`config.mk`:
```
export PLATFORM = sky130hd
export DESIGN_NAME = weight_fetcher
export DESIGN_NICKNAME = d
export VERILOG_FILES = /design/src/rtl/weight_fetch_pkg.sv /design/src/rtl/weight_fifo.sv /design/src/rtl/weight_fetcher.sv
export SDC_FILE = /design/constraint.sdc
export NUM_CORES = 1
export LEC_CHECK = 0
export CORE_MARGIN = 1.5
export CORE_UTILIZATION = 45
export DETAILED_ROUTE_END_ITERATION = 7
export GPL_ROUTABILITY_DRIVEN = 1
export PLACE_DENSITY_LB_ADDON = 0.15
export SETUP_SLACK_MARGIN = 0.4
export SKIP_LAST_GASP = 1
export SYNTH_ARGS = -nofsm -noshare
export SYNTH_HDL_FRONTEND = slang
export SYNTH_SLANG_ARGS = --single-unit
```
`constraint.sdc`:
```
create_clock -name clk -period 3.56 [get_ports clk]
set_input_delay 0.534 -clock clk [delete_from_list [all_inputs] [get_ports clk]]
set_output_delay 0.534 -clock clk [all_outputs]
set_load 0.1 [all_outputs]
```
`src/rtl/weight_fetch_pkg.sv`:
```
// weight_fetch_pkg: shared constants and FSM state type for the weight fetcher.
package weight_fetch_pkg;
  localparam int ADDR_W = 18;
  localparam int ADDR_LIMIT_DEF = 196608;
  typedef enum logic [2:0] {IDLE, CHECK, FETCH, DRAIN, FIN} state_t;
endpackage

```
`src/rtl/weight_fifo.sv`:
```
// weight_fifo: synchronous FIFO with occupancy count; tolerates push and pop in one cycle.
module weight_fifo #(
  parameter int DEPTH = 4,
  parameter int WIDTH = 16,
  localparam int AW = $clog2(DEPTH),
  localparam int CW = $clog2(DEPTH) + 1
) (
  input  logic             clk,
  input  logic             rst_n,
  input  logic             push,
  input  logic [WIDTH-1:0] din,
  input  logic             pop,
  output logic [WIDTH-1:0] dout,
  output logic             empty,
  output logic [CW-1:0]    count
);
  logic [WIDTH-1:0] mem [DEPTH];
  logic [AW-1:0] wp, rp;
  logic wr, rd;
  assign empty = count == '0;
  assign rd = pop && !empty;
  assign wr = push && (count != CW'(DEPTH) || rd);
  assign dout = mem[rp];
  always_ff @(posedge clk or negedge rst_n)
    if (!rst_n) begin
      wp <= '0;
      rp <= '0;
      count <= '0;
    end else begin
      wp <= wp + AW'(wr);
      rp <= rp + AW'(rd);
      count <= count + CW'(wr) - CW'(rd);
    end
  always_ff @(posedge clk)
    if (wr) mem[wp] <= din;
endmodule

```
`src/rtl/weight_fetcher.sv`:
```
// weight_fetcher: streams a range of weight-SRAM words into a credit-limited FIFO toward the array.
module weight_fetcher
  import weight_fetch_pkg::*;
#(
  parameter int FIFO_DEPTH = 4,
  parameter int ADDR_LIMIT = ADDR_LIMIT_DEF
) (
  input  logic              clk,
  input  logic              rst_n,
  input  logic              start,
  input  logic [ADDR_W-1:0] base_addr,
  input  logic [ADDR_W-1:0] length,
  output logic              busy,
  output logic              done,
  output logic              err,
  output logic              sram_cs,
  output logic              sram_oe,
  output logic              sram_web,
  output logic [ADDR_W-1:0] sram_addr,
  input  logic [31:0]       sram_rdata,
  output logic              w_valid,
  input  logic              w_ready,
  output logic [15:0]       w_data,
  output logic              w_last
);
  localparam int CW = $clog2(FIFO_DEPTH) + 1;
  state_t state, state_nx;
  logic [ADDR_W-1:0] addr, rem;
  logic inflight, inflight_last, bad, issue, range_bad, empty;
  logic [CW-1:0] count;
  logic [16:0] head;
  logic unused_hi;
  assign unused_hi = ^sram_rdata[31:16];
  assign range_bad = {1'b0, addr} + {1'b0, rem} > (ADDR_W+1)'(ADDR_LIMIT);
  // words buffered plus the one read still on the SRAM bus must leave room
  assign issue = state == FETCH && (32'(count) + 32'(inflight) < 32'(FIFO_DEPTH));
  always_comb begin
    state_nx = state;
    case (state)
      IDLE:  state_nx = start ? CHECK : IDLE;
      CHECK: state_nx = (rem == '0 || range_bad) ? FIN : FETCH;
      FETCH: state_nx = (issue && rem == ADDR_W'(1)) ? DRAIN : FETCH;
      DRAIN: state_nx = (empty && !inflight) ? FIN : DRAIN;
      FIN:   state_nx = IDLE;
      default: state_nx = IDLE;
    endcase
  end
  always_ff @(posedge clk or negedge rst_n)
    if (!rst_n) begin
      state <= IDLE;
      addr <= '0;
      rem <= '0;
      inflight <= 1'b0;
      inflight_last <= 1'b0;
      bad <= 1'b0;
    end else begin
      state <= state_nx;
      inflight <= issue;
      inflight_last <= issue && rem == ADDR_W'(1);
      if (state == IDLE && start) begin
        addr <= base_addr;
        rem <= length;
      end else if (issue) begin
        addr <= addr + ADDR_W'(1);
        rem <= rem - ADDR_W'(1);
      end
      if (state == CHECK) bad <= rem != '0 && range_bad;
    end
  weight_fifo #(.DEPTH(FIFO_DEPTH), .WIDTH(17)) u_fifo (
    .clk(clk),
    .rst_n(rst_n),
    .push(inflight),
    .din({inflight_last, sram_rdata[15:0]}),
    .pop(w_ready),
    .dout(head),
    .empty(empty),
    .count(count)
  );
  assign busy = state != IDLE;
  assign done = state == FIN;
  assign err = done && bad;
  assign sram_cs = issue;
  assign sram_oe = inflight;
  assign sram_web = 1'b1;
  assign sram_addr = issue ? addr : '0;
  assign w_valid = !empty;
  assign w_data = empty ? 16'h0 : head[15:0];
  assign w_last = !empty && head[16];
endmodule

```
# == After elaboration in Yosys (flattened, before gate mapping) ==
# Memory sizes are Yosys's and may differ from the RTL's.
# Cells that the tools add are included.
# word_totals
reg_bits,49
ramBits,68
out_inout_bits,42
elab_cells,58
n_memories,1
# mem_list
name,words,width,read_ports,rd_clocked_by_memory_dff,wr,line,source
u_fifo.mem,4,17,1,0,1,weight_fifo.sv:17,logic [WIDTH-1:0] mem [DEPTH];
# classes
add_sub_neg,8
n_lt_le_gt_ge,2
eq_ne,6
muxes,13
reduce_logical,19
# ops
op,n
two-way mux 18 bit,5
adder 18 x 18 -> 19 bit,1
"greater-than comparator 19 x 18 -> 1 bit, second input constant",1
"adder 18 x 1 -> 18 bit, second input constant",1
"== test 18 x 1 -> 1 bit, second input constant",1
zero test 18 bit,1
nonzero test 18 bit,1
"subtractor 18 x 1 -> 18 bit, second input constant",1
two-way mux 16 bit,1
case mux 3 bit (4 select lines),1
logical AND 1 bit,9
"== test 3 x 2 -> 1 bit, second input constant",2
zero test 3 bit,2
two-way mux 3 bit,2
adder 2 x 1 -> 2 bit,2
adder 3 x 1 -> 4 bit,1
"less-than comparator 4 x 3 -> 1 bit, second input constant",1
two-way mux 1 bit,4
adder 3 x 1 -> 3 bit,1
"== test 3 x 1 -> 1 bit, second input constant",1
"== test 3 bit, second input constant",1
"inequality test 3 bit, second input constant",1
nonzero test 3 bit,1
subtractor 3 x 1 -> 3 bit,1
other kinds (3),5

# == Longest topological paths before layout ==
# depth
depth_word,7
ltp_mapped,12
mapped_depth_nobuf,12

# == By module ==
# A second synthesis with hierarchy kept.
# hier_totals
hier_cells,564
hier_area_um2,6457.4
# by_module_without_submodules
module,instances,cells_each,area_per_inst_um2,seq_area_each_um2
weight_fetcher,1,447,3595.9,1051.0
weight_fifo,1,117,2861.5,2217.1

# == Worst setup path before layout ==
# Ideal clock, no wire load.
# synth_path
path_kind,register to output
from,register inflight (netlist: sram_oe)
to,output port sram_addr[10]
arrival_time_ns,3.743
required_ns,3.026
setup_slack_ns,-0.717
stages_incl_launch_ff,8
path_buffers,3
cell_sequence,dfrtp_1 nand4b_1 o21ai_1 and4_1 clkbuf_1 buf_2 clkbuf_1 and2_1
# synth_between
elab_chain_cells,4
# synth_lines
element,line,source
"start, declared",weight_fetcher.sv:29,"logic inflight, inflight_last, bad, issue, range_bad, empty;"
"start signal, assigned",weight_fetcher.sv:58,inflight <= issue;
adder 3 x 1 -> 4 bit,weight_fetcher.sv:36,assign issue = state == FETCH && (32'(count) + 32'(inflight) < 32'(FIFO_DEPTH));
less-than comparator 4 x 3 -> 1 bit,weight_fetcher.sv:36,
logical AND 1 bit,weight_fetcher.sv:36,
named net sram_cs,weight_fetcher.sv:16,"output logic sram_cs,"
two-way mux 18 bit,weight_fetcher.sv:85,assign sram_addr = issue ? addr : '0;
"end, declared",weight_fetcher.sv:19,"output logic [ADDR_W-1:0] sram_addr,"
# The timed path passes the listed nets, and every way through them passes these cells.

# == Worst setup path after layout ==
# layout_path
from,register u_fifo.count[1]
to,output port sram_addr[17]
# layout_between
elab_chain_cells,4
# layout_lines
element,line,source
"start, declared",weight_fifo.sv:15,output logic [CW-1:0] count
"start signal, assigned",weight_fifo.sv:32,count <= count + CW'(wr) - CW'(rd);
adder 3 x 1 -> 4 bit,weight_fetcher.sv:36,
less-than comparator 4 x 3 -> 1 bit,weight_fetcher.sv:36,
logical AND 1 bit,weight_fetcher.sv:36,
two-way mux 18 bit,weight_fetcher.sv:85,
# No other way between the ends.

==> flow_summary.json <==
{
  "status": "finished clean",
  "syn2layout_area_growth_pct": 30.6,
  "die-area_um2": 14600,
  "post-dp-hpwl_mm": 10.4,
  "slowest_stage": "dfrtp_1",
  "max_slew_margin_pct": 35.2,
  "dr.pass1.iters": 4,
  "drc": 0,
  "setup_viol": 0,
  "start_util_pct": 46.5,
  "synth_edf_count": 68,
  "root_buffer": "clkbuf_16",
  "slowest_delay_ns": 0.45,
  "critPathKind": "reg -> out",
  "drt_iter0_markers": 236,
  "grt_pass1_wl_mm": 23.4,
  "max-cap-violations": 0,
  "critPathLaunchType": "flip-flop",
  "netlist_area_um2": 6230,
  "vias": 4609,
  "finalHoldViolations": 0,
  "final_layout_size_suffix_gt1_share_pct": 18.9,
  "async_flop_share_pct": 41.9,
  "worst_slew_pin_slew_ns": 0.969,
  "clock_path_buffers": 2,
  "nets": 752,
  "synthTopCellsByArea": "edfxtp_1 33%, dfrtp_1 20%, mux4_2 6.1%, ha_1 5.2%, and2_1 3.9%",
  "ant_nets": 0,
  "ys_seq_area_share_pct": 52.5,
  "numPortBuffers": 96,
  "rsz0062_at_grt": "no",
  "fp-row-count": 42,
  "grt_max_degree": 42,
  "numCtsBuffers": 17,
  "num_antenna_cells": 0,
  "cts.sinks": 117,
  "synthTopCellsByCount": "68 x edfxtp_1, 61 x nand2_1, 49 x dfrtp_1",
  "h-tree-depth": 4,
  "grt.total_usage_pct": 21.0,
  "wl_mm": 14.2,
  "cts_setup_buffers": 0,
  "synth_top_area_share_pct": 32.8,
  "maxSlewViolCount": 0,
  "antenna_found_initial": 0,
  "finalNonFillerCells": 841,
  "place_congestion": 0.870,
  "path_cells": "ha_1 > o211ai_1 > nand2_1 > o21ai_1 > and4_2 > buf_4 > and2_1 > buf_12",
  "synth.most_common_cell": "edfxtp_1",
  "die_h_um": 121,
  "skew_ns": 0.00967,
  "io_pins": 114,
  "crit_fanout": 11,
  "clock_latency_ns": 0.42,
  "overflow": 0,
  "grt_pass1_vias": 4737,
  "cts_tree": "built",
  "cp-end-kind": "primary output",
  "ys.flop_type": "edfxtp_1",
  "fill_cells": 1123,
  "ys_ff_latch": 117,
  "critical_path_arrival_ns": 2.49,
  "synth.distinct_cells": 64,
  "avgRoutedWirePerCell_um": 16.9,
  "ys_warn_count": 0,
  "clk_pin_slew_ns": 0.06,
  "synth.avg_cell_area_um2": 11.4,
  "placed_cells": 809,
  "yosys.area.top_type": "edfxtp_1",
  "min_period_over_period_pct": 85.0,
  "fin_crit_ns": 3.03,
  "required_ns": 3.03,
  "synth_nets": 646,
  "fp.coreArea_um2": 13400,
  "syn_inst": 546,
  "max_freq_ghz": 0.330,
  "hp-class": "in -> async",
  "tns_ns": 0,
  "floorplan.die.width_um": 121,
  "viasPerCell": 5.48
}
==> cell usage in the layout (no fill, tap or decap), types with 19 or more instances in the layout <==
cell and count:
xnor2_1 20, dfrtp_1 46, o21ai_1 19, nor2_1 32
o21ai_0 22, buf_12 19, nand2_1 61, and2_1 30
edfxtp_1 68, inv_1 21, buf_4 31, ha_1 25
clkdlybuf4s50_1 56
==> area by class of cell <==
| class | instances | area [µm²] | share of cell area [%] |
|---|---|---|---|
| clock inverter | 14 | 113 | 1.38 |
| tap | 176 | 220 | 2.71 |
| clock buffer | 18 | 429 | 5.27 |
| sequential | 117 | 3270 | 40.2 |
| multi-input combinational | 388 | 2850 | 35.0 |
| inverter | 21 | 78.8 | 0.969 |
| timing repair buffer | 107 | 1180 | 14.5 |
==> sequential cells by signal (all words and copies together) (netlist names) <==
signal and cells:
addr 18, bad 1, inflight_last 1, rem 18, sram_oe 1, state 3, u_fifo.count 3, u_fifo.mem 68
u_fifo.rp 2, u_fifo.wp 2
==> repair_timing <==
| action | 4_1_cts | 5_1_grt |
|---|---|---|
| pin swaps | 0 | 2 |
| gates resized for setup | 1 | 6 |
| hold buffers | 0 | 0 |
| endpoints found under the setup margin | 5 | 3 |
==> metal layers <==
| metal | up-vias | routed length [µm] | track usage, % | part of all wire, % |
|---|---|---|---|---|
| met4 | 0 | 260 | 7.57 | 1.8 |
| li1 | 2220 | - | - | - |
| met2 | 98 | 7480 | 37.0 | 53 |
| met5 | - | 0 | 0 | 0 |
| met1 | 2272 | 6010 | 24.9 | 42 |
| met3 | 19 | 473 | 5.19 | 3.3 |
==> metrics by stage <==
step	setup slack (ns)	instance area, µm²	util, %	hold WS (ns)
final	0.533	8140	60.7	0.208
after global routing	0.393	8140	60.7	0.268
after CTS	0.510	8110	60.6	0.230
after detailed placement	0.562	7570	56.5	0.486
after global placement	0.611	7570	56.5	0.461
after floorplan	0.0807	6250	-	0.238
==> logic make-up (layout without fill, tap and decap cells) <==
logic type               count (synthesis)  after routing  synth area share [%]
XOR/XNOR                                37             37                  5.20
flip-flops                             117            117                  52.5
buffers and inverters                   41            160                  2.55
adder cells (fa/ha/maj)                 28             28                  5.86
other                                    1              1                0.0602
multiplexers                            19             19                  6.47
AO/OA/AOI/OAI                          103            103                  11.0
AND/OR/NAND/NOR                        200            200                  16.4
==> final timing paths <==
kind / from / to / slack, ns / cells after the start
setup / recovery: u_fifo.count[1] / sram_addr[17] / 0.53 / 8
hold / removal: rst_n / addr[8] / 0.21 / 1
setup reg to reg: rem[0] / bad / 0.60 / 12
hold reg to reg: inflight_last / u_fifo.mem[0][16] / 0.49 / 0
max in group asynchronous: rst_n / addr[0] / 2.62 / 2
min in group clk: inflight_last / u_fifo.mem[0][16] / 0.49 / 0
==> worst max-delay path: cells and delay by family, from the launching register on <==
kind                       cells  cell delay [ns]
and+or+nand+nor                3             0.70
adders and majority gates      1             0.25
buffers and inverters          2             0.42
AOI/OAI and AO/OA              2             0.25
DFF                            1             0.45
Power is left out: the tool's default activity adds up to more than one toggle a clock period on the data nets, which glitch-free logic cannot reach.
